==> config.mk <==
export PLATFORM = sky130hd
export DESIGN_NAME = bnn_argmax_classifier
export DESIGN_NICKNAME = d
export VERILOG_FILES = /design/src/rtl/bnn_argmax_classifier.sv
export SDC_FILE = /design/constraint.sdc
export NUM_CORES = 1
export LEC_CHECK = 0
export CORE_ASPECT_RATIO = 1.1
export CORE_MARGIN = 3
export CORE_UTILIZATION = 40
export CTS_BUF_LIST = sky130_fd_sc_hd__clkbuf_16
export CTS_CLUSTER_DIAMETER = 200
export CTS_CLUSTER_SIZE = 25
export DETAILED_ROUTE_END_ITERATION = 10
export PLACE_DENSITY = 0.7
export SLEW_MARGIN = 20
export SYNTH_ARGS = -nofsm -noshare
export SYNTH_HDL_FRONTEND = slang
export SYNTH_SLANG_ARGS = --single-unit
export TNS_END_PERCENT = 5
==> constraint.sdc <==
create_clock -name clk -period 4.15 [get_ports clk]
set_input_delay 0.6225 -clock clk [delete_from_list [all_inputs] [get_ports clk]]
set_output_delay 0.6225 -clock clk [all_outputs]
set_load 0.01 [all_outputs]
==> src/rtl/bnn_argmax_classifier.sv <==
// BNN output-stage classifier: collects NUM_CLASSES signed FC scores per
// image into a readable score buffer. It tracks the running argmax, offers
// the winning class over a valid/ready handshake, and flags stream
// protocol errors (overrun, short image).
`timescale 1ns/1ps

module bnn_argmax_classifier #(
    parameter int NUM_CLASSES = 10,
    parameter int DATA_W      = 32,
    parameter int IDX_W       = 4
) (
    input  logic              clk,
    input  logic              rst,
    input  logic              start,
    input  logic              result_tvalid,
    input  logic [DATA_W-1:0] result_tdata,
    input  logic              cnn_done,
    output logic              class_valid,
    input  logic              class_ready,
    output logic [IDX_W-1:0]  class_idx,
    output logic [DATA_W-1:0] class_score,
    output logic              busy,
    output logic              err_overrun,
    output logic              err_short,
    input  logic [IDX_W-1:0]  rd_addr,
    output logic [DATA_W-1:0] rd_data
);

    typedef enum logic [1:0] {
        S_IDLE    = 2'd0,
        S_COLLECT = 2'd1,
        S_HOLD    = 2'd2
    } state_t;

    // Count is one bit wider than the index so NUM_CLASSES=16 cannot wrap.
    localparam logic [IDX_W:0] LAST_CNT = (IDX_W+1)'(NUM_CLASSES - 1);
    localparam logic [IDX_W:0] NUM_CNT  = (IDX_W+1)'(NUM_CLASSES);

    state_t                   r_state;
    state_t                   w_next_state;
    logic [IDX_W:0]           r_cnt;
    logic signed [DATA_W-1:0] r_max_score;
    logic [IDX_W-1:0]         r_max_idx;
    logic                     r_err_overrun;
    logic                     r_err_short;
    logic [DATA_W-1:0]        r_mem [NUM_CLASSES];
    logic [DATA_W-1:0]        r_rd_data;

    logic w_accept;
    logic w_last_beat;
    logic w_new_max;
    logic w_short;
    logic w_overrun;

    // A start pulse always wins: any beat, done or error in that cycle is dropped.
    assign w_accept    = (r_state == S_COLLECT) && result_tvalid && !start;
    assign w_last_beat = w_accept && (r_cnt == LAST_CNT);
    // Direct signed compare (no subtraction) so extreme values cannot overflow;
    // strict '>' keeps the lower index on ties.
    assign w_new_max   = (r_cnt == '0) || ($signed(result_tdata) > r_max_score);
    // A final beat coinciding with cnn_done completes the image normally.
    assign w_short     = (r_state == S_COLLECT) && cnn_done && !start && !w_last_beat;
    assign w_overrun   = (r_state == S_HOLD) && result_tvalid && !start;

    // State register.
    always_ff @(posedge clk or posedge rst) begin
        // NOTE: sequential state uses non-blocking '<=' so every register
        // samples pre-edge values regardless of block evaluation order.
        if (rst) r_state <= S_IDLE;
        else     r_state <= w_next_state;
    end

    // Next-state logic.
    always_comb begin
        // NOTE: default first so every path assigns it and no latch is inferred.
        w_next_state = r_state;
        case (r_state)
            S_IDLE: begin
                if (start) w_next_state = S_COLLECT;
            end
            S_COLLECT: begin
                if (start)            w_next_state = S_COLLECT;
                else if (w_last_beat) w_next_state = S_HOLD;
                else if (w_short)     w_next_state = S_IDLE;
            end
            S_HOLD: begin
                if (start)            w_next_state = S_COLLECT;
                else if (class_ready) w_next_state = S_IDLE;
            end
            default: w_next_state = S_IDLE;
        endcase
    end

    // Beat counter, running argmax and sticky error flags.
    always_ff @(posedge clk or posedge rst) begin
        if (rst) begin
            r_cnt         <= '0;
            r_max_score   <= '0;
            r_max_idx     <= '0;
            r_err_overrun <= 1'b0;
            r_err_short   <= 1'b0;
        end else if (start) begin
            r_cnt         <= '0;
            r_max_score   <= '0;
            r_max_idx     <= '0;
            r_err_overrun <= 1'b0;
            r_err_short   <= 1'b0;
        end else begin
            if (w_accept) begin
                r_cnt <= r_cnt + (IDX_W+1)'(1);
                if (w_new_max) begin
                    r_max_score <= $signed(result_tdata);
                    r_max_idx   <= r_cnt[IDX_W-1:0];
                end
            end
            if (w_overrun) r_err_overrun <= 1'b1;
            if (w_short)   r_err_short   <= 1'b1;
        end
    end

    // Score buffer write port.
    always_ff @(posedge clk) begin
        // NOTE: the buffer has no reset so it can map onto RAM; entries are
        // always written before an image's class is presented.
        if (w_accept) r_mem[r_cnt[IDX_W-1:0]] <= result_tdata;
    end

    // Registered read port; out-of-range addresses read as zero, and a read
    // colliding with a write returns the old contents.
    always_ff @(posedge clk or posedge rst) begin
        if (rst)                           r_rd_data <= '0;
        else if ({1'b0, rd_addr} < NUM_CNT) r_rd_data <= r_mem[rd_addr];
        else                               r_rd_data <= '0;
    end

    assign class_valid = (r_state == S_HOLD);
    assign busy        = (r_state == S_COLLECT);
    assign class_idx   = r_max_idx;
    assign class_score = r_max_score;
    assign err_overrun = r_err_overrun;
    assign err_short   = r_err_short;
    assign rd_data     = r_rd_data;

endmodule

==> metrics.md, run 1 <==
| Metric | Value |
|---|---|
| Register Area | 11500 sq um |
| Max Slew Vio Count | 0 |
| Synthesized Nets | 931 |
| Routed WL | 35700 microns |
| Hold Path Depth | 1 |
| Die H | 214 microns |
| RSZ-0062 raised after global routing | no |
| Clk buf depth | 3 |
| Iteration-0 DRC Markers | 826 |
| CP max FO | 26 |
| Cts hold-fix bufs | 0 |
| Syn avg cell area | 18.4 sq um |
| Status | complete, no violations |
| Clock slew at reported path FFs | 0.10 ns |
| # clock sinks | 397 |
| Core Region | 38500 sq um |
| Arrival time at the worst endpoint | 3.73 ns |
| Worst slack, placed | 0.358 ns |
| Final net count | 1082 |
| MaxCap Viol Count | 0 |
| H-Tree Depth | 1 |
| CTS tree | done |
| Post-cts gate resize count | 0 |
| Residual DRC | 0 |
| Layout cells sized above 1 | 0.193 |
| Die width | 195 microns |
| Inst Count DP | 1483 |
| P&R area growth vs syn | 16.3% |
| Antenna diodes | 0 |
| Startpoint Class | primary input |
| Period minus WS final | 3.31 ns |
| Worst r2r dst | class_score[30] |
| Number of global-route vias before repair | 8662 |
| Largest cells by area after synthesis | edfxtp_1, dfrtp_1, mux4_2, ha_1, mux2_2 |
| Highest clock rate | 302 MHz |
| Yosys top cell area share | 0.612 |
| R2R cell count | 10 |
| Setup TNS | 0 ns |
| Avg WL per Cell | 23.6 microns |
| Non-filler instance count after layout | 1516 |
| Synth area leader | edfxtp_1 |
| IO Port Bufs | 113 |
| IO Count | 114 |
| Synth warn | 0 |
| Final worst setup slack | 0.837 ns |
| Global Route Usage Sum | 0.171 |
| Reg2reg start | class_score[25] |
| Die area | 41700 sq um |
| Area of the multi-input gates | 3780 sq um |
| Synthesis-stage register bit count | 397 |
| Clk_skew | 0.00982 ns |
| Data required time of the worst path | 4.57 ns |
| Worst slew pin tran | 0.966 ns |
| FP Rows | 75 |
| Largest net degree at the start of global routing | 49 |
| Vias post-DR | 8357 |
| Final Util | 0.475 |
| Final setup vio count | 0 |
| Global-route wire length before repair | 54200 microns |
| DR pass1 iterations | 5 |
| R2r setup slk | 0.87 ns |
| Final hold viol count | 0 |
| Antenna violations before repair | 1 |
| Initial Util | 0.408 |
| Fin crit share | 0.798 |
| Cell Area, Synth | 15700 sq um |
| HPWL Detailed | 22000 microns |
| Post-synthesis cell count | 853 |
| Antenna Violating Nets Remaining | 0 |
| Leakage power | 0.00635 uW |
| Min-delay worst type | flop to flop |
| Root buf cell | clkbuf_16 |
| Fill count | 3274 |
| Synth cell types | 48 |
| Ys flop type | edfxtp_1 |
| EDFF count, synth | 320 |
| Hold Crit Start | r_state[1] |
| Power Density | 401 nW/um^2 |
| Post-CTS Setup Inserts | 0 |
| Post-synthesis sequential area ratio | 0.735 |
| CP Class | primary input to flop |
| CP endpoint kind | flop |
| Hold path endpoint | r_state[0] |
| Inserted Clock Buffers | 19 |
| Clk Latency, worst-skew pair | 0.53 ns |
| Drt via density | 5.51 |
| GP Congestion | 0.754 |
| Gr ovfl total | 0 |
| VDD IR max | 0.237 mV |
| Rel. slew slack | 0.356 |
| Async SR Flop Fraction | 0.194 |
-- cells by family (layout without fill, tap and decap cells) --
group	after synthesis	count (layout)	share of synthesized area
compound gates	134	134	0.0620
xor+xnor	4	4	0.00223
fa+ha+maj	36	36	0.0287
buf+inv	84	247	0.0252
flops	397	397	0.735
mux	96	96	0.115
simple gates	102	102	0.0327
-- stage by stage --
step           total power (uW)  area, sq um  hold slack, ns
6_report                   7320        18300           0.465
5_1_grt                    7610        18300           0.489
4_1_cts                    7390        18300           0.472
3_5_place_dp               5390        17700           0.458
3_3_place_gp               5370        17700           0.441
2_1_floorplan              4970        15700           0.433
-- sequential cells by signal (all words and copies together) (netlist names) --
| name | flops |
|---|---|
| rd_data | 32 |
| r_cnt | 5 |
| r_mem | 320 |
| r_state | 2 |
| err_overrun | 1 |
| err_short | 1 |
| class_score | 32 |
| class_idx | 4 |
-- worst max path at each step --
stage,from,endpoint,cells past startpoint
5_1_grt,class_score[25],class_idx[3],10
6_report,result_tdata[23],class_score[30],10
2_1_floorplan,result_tdata[31],class_idx[2],9
3_3_place_gp,result_tdata[27],class_score[27],10
4_1_cts,class_score[25],class_score[30],10
3_5_place_dp,result_tdata[27],class_score[30],10
-- synth_stat cells, types with 2 or more instances --
| master | instances |
|---|---|
| clkbuf_1 | 32 |
| a21o_1 | 2 |
| mux4_2 | 64 |
| nand2_1 | 41 |
| a22o_1 | 30 |
| buf_1 | 6 |
| xor2_1 | 3 |
| a21boi_0 | 2 |
| a31oi_1 | 2 |
| edfxtp_1 | 320 |
| dfrtp_1 | 77 |
| a21oi_1 | 47 |
| and2_1 | 5 |
| nor2_1 | 20 |
| buf_12 | 3 |
| nand3_1 | 3 |
| a221oi_1 | 32 |
| and3_1 | 8 |
| or4_1 | 3 |
| buf_6 | 4 |
| o211ai_1 | 2 |
| nor3_1 | 3 |
| mux2_2 | 32 |
| o21ai_0 | 5 |
| a22o_2 | 6 |
| inv_1 | 38 |
| ha_1 | 36 |
| nand4_1 | 7 |
-- layout make-up --
| type | instances | area share |
|---|---|---|
| timing repair buffer | 176 | 0.0899 |
| sequential | 397 | 0.632 |
| tap | 500 | 0.0343 |
| clock inverter | 14 | 0.00322 |
| clock buffer | 19 | 0.0260 |
| multi-input combinational | 372 | 0.207 |
| inverter | 38 | 0.00788 |
-- placed cells by master (no fill, tap or decap), types with 19 or more instances in the layout --
cell,netlist,final
buf_4,0,60
ha_1,36,36
a21oi_1,47,47
inv_1,38,48
a22o_1,30,30
a221oi_1,32,32
clkbuf_16,0,19
nand2_1,41,41
nor2_1,20,19
mux4_2,64,64
clkdlybuf4s50_1,0,110
edfxtp_1,320,320
mux2_2,32,32
dfrtp_1,77,77
-- power breakdown --
| group | leakage (uW) | total [uW] | internal [uW] | switching [uW] |
|---|---|---|---|---|
| Clock | 0.000307 | 2030 | 848 | 1190 |
| Sequential | 0.00387 | 4460 | 4390 | 66.5 |
| Combinational | 0.00217 | 827 | 384 | 444 |
| Total | 0.00635 | 7320 | 5630 | 1700 |
-- worst max-delay path: stages --
cell,delay (ns)
clkdlybuf4s50_1,0.44
ha_1,0.33
nand4_1,0.27
or4_1,0.60
or3_1,0.38
and3_1,0.20
o21ai_0,0.17
nand3_4,0.26
buf_12,0.24
a22o_2,0.22
-- layer usage --
layer / routed length (microns) / track usage / up-vias
li1: - / - / 3678
met1: 15600 / 0.242 / 4372
met2: 17600 / 0.288 / 270
met3: 1860 / 0.0204 / 37
met4: 665 / 0.0379 / 0
met5: 0 / 0 / -
No activity file was read; power rests on OpenSTA's default activity.
==> run 2, diff against run 1 <==
==> constraint.sdc (replaced) <==
create_clock -name clk -period 3.2 [get_ports clk]
set_input_delay 0.48 -clock clk [delete_from_list [all_inputs] [get_ports clk]]
set_output_delay 0.48 -clock clk [all_outputs]
set_load 0.01 [all_outputs]
==> run 2 against run 1 <==
Effect of this change:
- wire length increased by 2.1%
- critical path depth stayed put
- combinational power increased by 41%
- die area unchanged
- clock-buffer cell count is the same
- hold slack got worse by 0.10 ns
- register-to-register slack got worse by 0.68 ns
==> metrics.md, run 2 (same netlist as run 1, synthesis figures left out) <==
| Metric | Value |
|---|---|
| CTS tree | done |
| Inserted Clock Buffers | 19 |
| Global-route wire length before repair | 55700 microns |
| VDD IR max | 0.319 mV |
| Layout cells sized above 1 | 0.210 |
| Final setup vio count | 0 |
| Antenna Violating Nets Remaining | 0 |
| Worst slack, placed | -0.352 ns |
| Core Region | 38500 sq um |
| Root buf cell | clkbuf_16 |
| Final hold viol count | 0 |
| Worst path slowest cell | or4_1 |
| Commonest non-fill, non-tap cell in the layout | edfxtp_1 |
| Global Route Usage Sum | 0.174 |
| Largest net degree at the start of global routing | 65 |
| Clk buf depth | 3 |
| Arrival time at the worst endpoint | 3.47 ns |
| Vias post-DR | 8475 |
| CP endpoint kind | flop |
| Design area | 18500 sq um |
| Period minus WS final | 3.01 ns |
| # clock sinks | 397 |
| Most frequent cells in the layout | edfxtp_1, clkdlybuf4s50_1, dfrtp_1, buf_4, mux4_2 |
| Reg power frac | 0.604 |
| Final worst setup slack | 0.188 ns |
| Placed inst area | 18000 sq um |
| Max reg flops | 320 |
| HPWL Detailed | 22300 microns |
| Leakage power | 0.00648 uW |
| Inst Count DP | 1503 |
| Residual DRC | 0 |
| P&R area growth vs syn | 18.0% |
| Area of the multi-input gates | 3780 sq um |
| Min-delay worst type | primary input to asynchronous set/reset pin |
| Clock group share of total power | 0.274 |
| Die area | 41700 sq um |
| Status | complete, no violations |
| CP delay by family, top | simple AND/OR/NAND/NOR gates |
| Number of global-route vias before repair | 8994 |
| DR pass1 iterations | 5 |
| IO Port Bufs | 113 |
| Critical path buffers and inverters | 2 |
| Final Util | 0.482 |
| Register Area | 11500 sq um |
| Clock slew at reported path FFs | 0.10 ns |
| FP Rows | 75 |
| CP max FO | 15 |
| Drt via density | 5.52 |
| Post-Route Hold Slack | 0.361 ns |
| Max Slew Vio Count | 0 |
| P_int | 7350 uW |
| IO Count | 114 |
| Highest clock rate | 332 MHz |
| H-Tree Depth | 1 |
| Power Density | 516 nW/um^2 |
| Worst slew pin tran | 0.858 ns |
| Clk Latency, worst-skew pair | 0.53 ns |
| Rel. slew slack | 0.428 |
| Critical path's largest stage delay | 0.61 ns |
| GP Congestion | 0.737 |
| Iteration-0 DRC Markers | 788 |
| Routed WL | 36500 microns |
| RSZ-0062 raised after global routing | no |
| Fill count | 3242 |
| Cell Chain, Critical Path | inv_1 > ha_1 > nand4_1 > or4_1 > or3_1 > and3b_1 > a21oi_1 > and3_2 > buf_12 > a22o_1 |
| Fin crit share | 0.941 |
| Final net count | 1103 |
| CP Class | flop to flop |
| Startpoint Class | flop |
| Cts hold-fix bufs | 0 |
| Die H | 214 microns |
| Die width | 195 microns |
| Initial Util | 0.408 |
| Antenna diodes | 0 |
| Data required time of the worst path | 3.66 ns |
| Non-filler instance count after layout | 1536 |
| Sw frac | 0.231 |
| Antenna violations before repair | 0 |
| Avg WL per Cell | 23.8 microns |
| Clk_skew | 0.0227 ns |
| Gr ovfl total | 0 |
| Net Sw Power | 2210 uW |
| MaxCap Viol Count | 0 |
| R2r setup slk | 0.19 ns |
| Comb power frac | 0.122 |
-- run 2: cell count changes in the layout (fill, tap and decap cells not counted), sizes merged --
cell | previous run | this run
buf | 66 | 86
inv | 50 | 49
clkbuf | 19 | 20
-- run 2: worst paths after layout --
kind                            startpoint  cells after the start              end
hold / removal                         rst                      2      rd_data[28]
hold reg to reg                 r_state[1]                      1       r_state[0]
max in group asynchronous              rst                      3   class_score[5]
setup reg to reg           class_score[24]                     10  class_score[11]
min in group clk                r_state[1]                      1       r_state[0]
setup / recovery           class_score[24]                     10  class_score[11]
-- run 2: power by group through the flow --
stage	Sequential (uW)	Clock, uW	Combinational [uW]
after detailed placement	5890	0	1160
after global routing	5790	2860	1270
after global placement	5890	0	1140
after floorplan	5920	0	527
after CTS	5780	2680	1170
final	5770	2620	1170
-- run 2: area by class of cell --
class,instances,area share
Clock buffer,19,0.0257
Clock inverter,13,0.00270
Inverter,38,0.00777
Multi-Input combinational cell,372,0.204
Sequential cell,397,0.623
Tap cell,500,0.0338
Timing Repair Buffer,197,0.103
-- run 2: what timing repair did --
action,4_1_cts,5_1_grt
gates resized for setup,0,2
buffers inserted,0,0
setup endpoints to repair,0,29
-- run 2: per-layer routing --
layer,global-route usage,share of wire,routed length (microns),vias up
met5,0,0,0,-
met4,0.0312,0.013,458,0
met2,0.301,0.50,18300,291
li1,-,-,-,3729
met1,0.246,0.43,15500,4421
met3,0.0201,0.060,2190,34
-- run 2: worst reg2reg max path: cells and delay by family (launching register included) --
| kind | cells | cell delay (ns) |
|---|---|---|
| and+or+nand+nor | 5 | 1.63 |
| DFF | 1 | 0.44 |
| AOI/OAI and AO/OA | 2 | 0.31 |
| buffers and inverters | 2 | 0.29 |
| adders and majority gates | 1 | 0.28 |
-- run 2: stage by stage --
| step | total power, uW | TNS, ns |
|---|---|---|
| final | 9560 | 0 |
| after global routing | 9920 | 0 |
| after CTS | 9630 | 0 |
| after detailed placement | 7050 | -11.54 |
| after global placement | 7030 | -10.32 |
| after floorplan | 6440 | 0 |
==> run 3, diff against run 2 <==
--- a/config.mk
+++ b/config.mk
@@ -17,4 +17,4 @@
 export SYNTH_ARGS = -nofsm -noshare
 export SYNTH_HDL_FRONTEND = slang
 export SYNTH_SLANG_ARGS = --single-unit
-export TNS_END_PERCENT = 5
+export TNS_END_PERCENT = 10
==> results of run 3 <==
No change in the layout: final DEF, timing and power equal those of run 2.
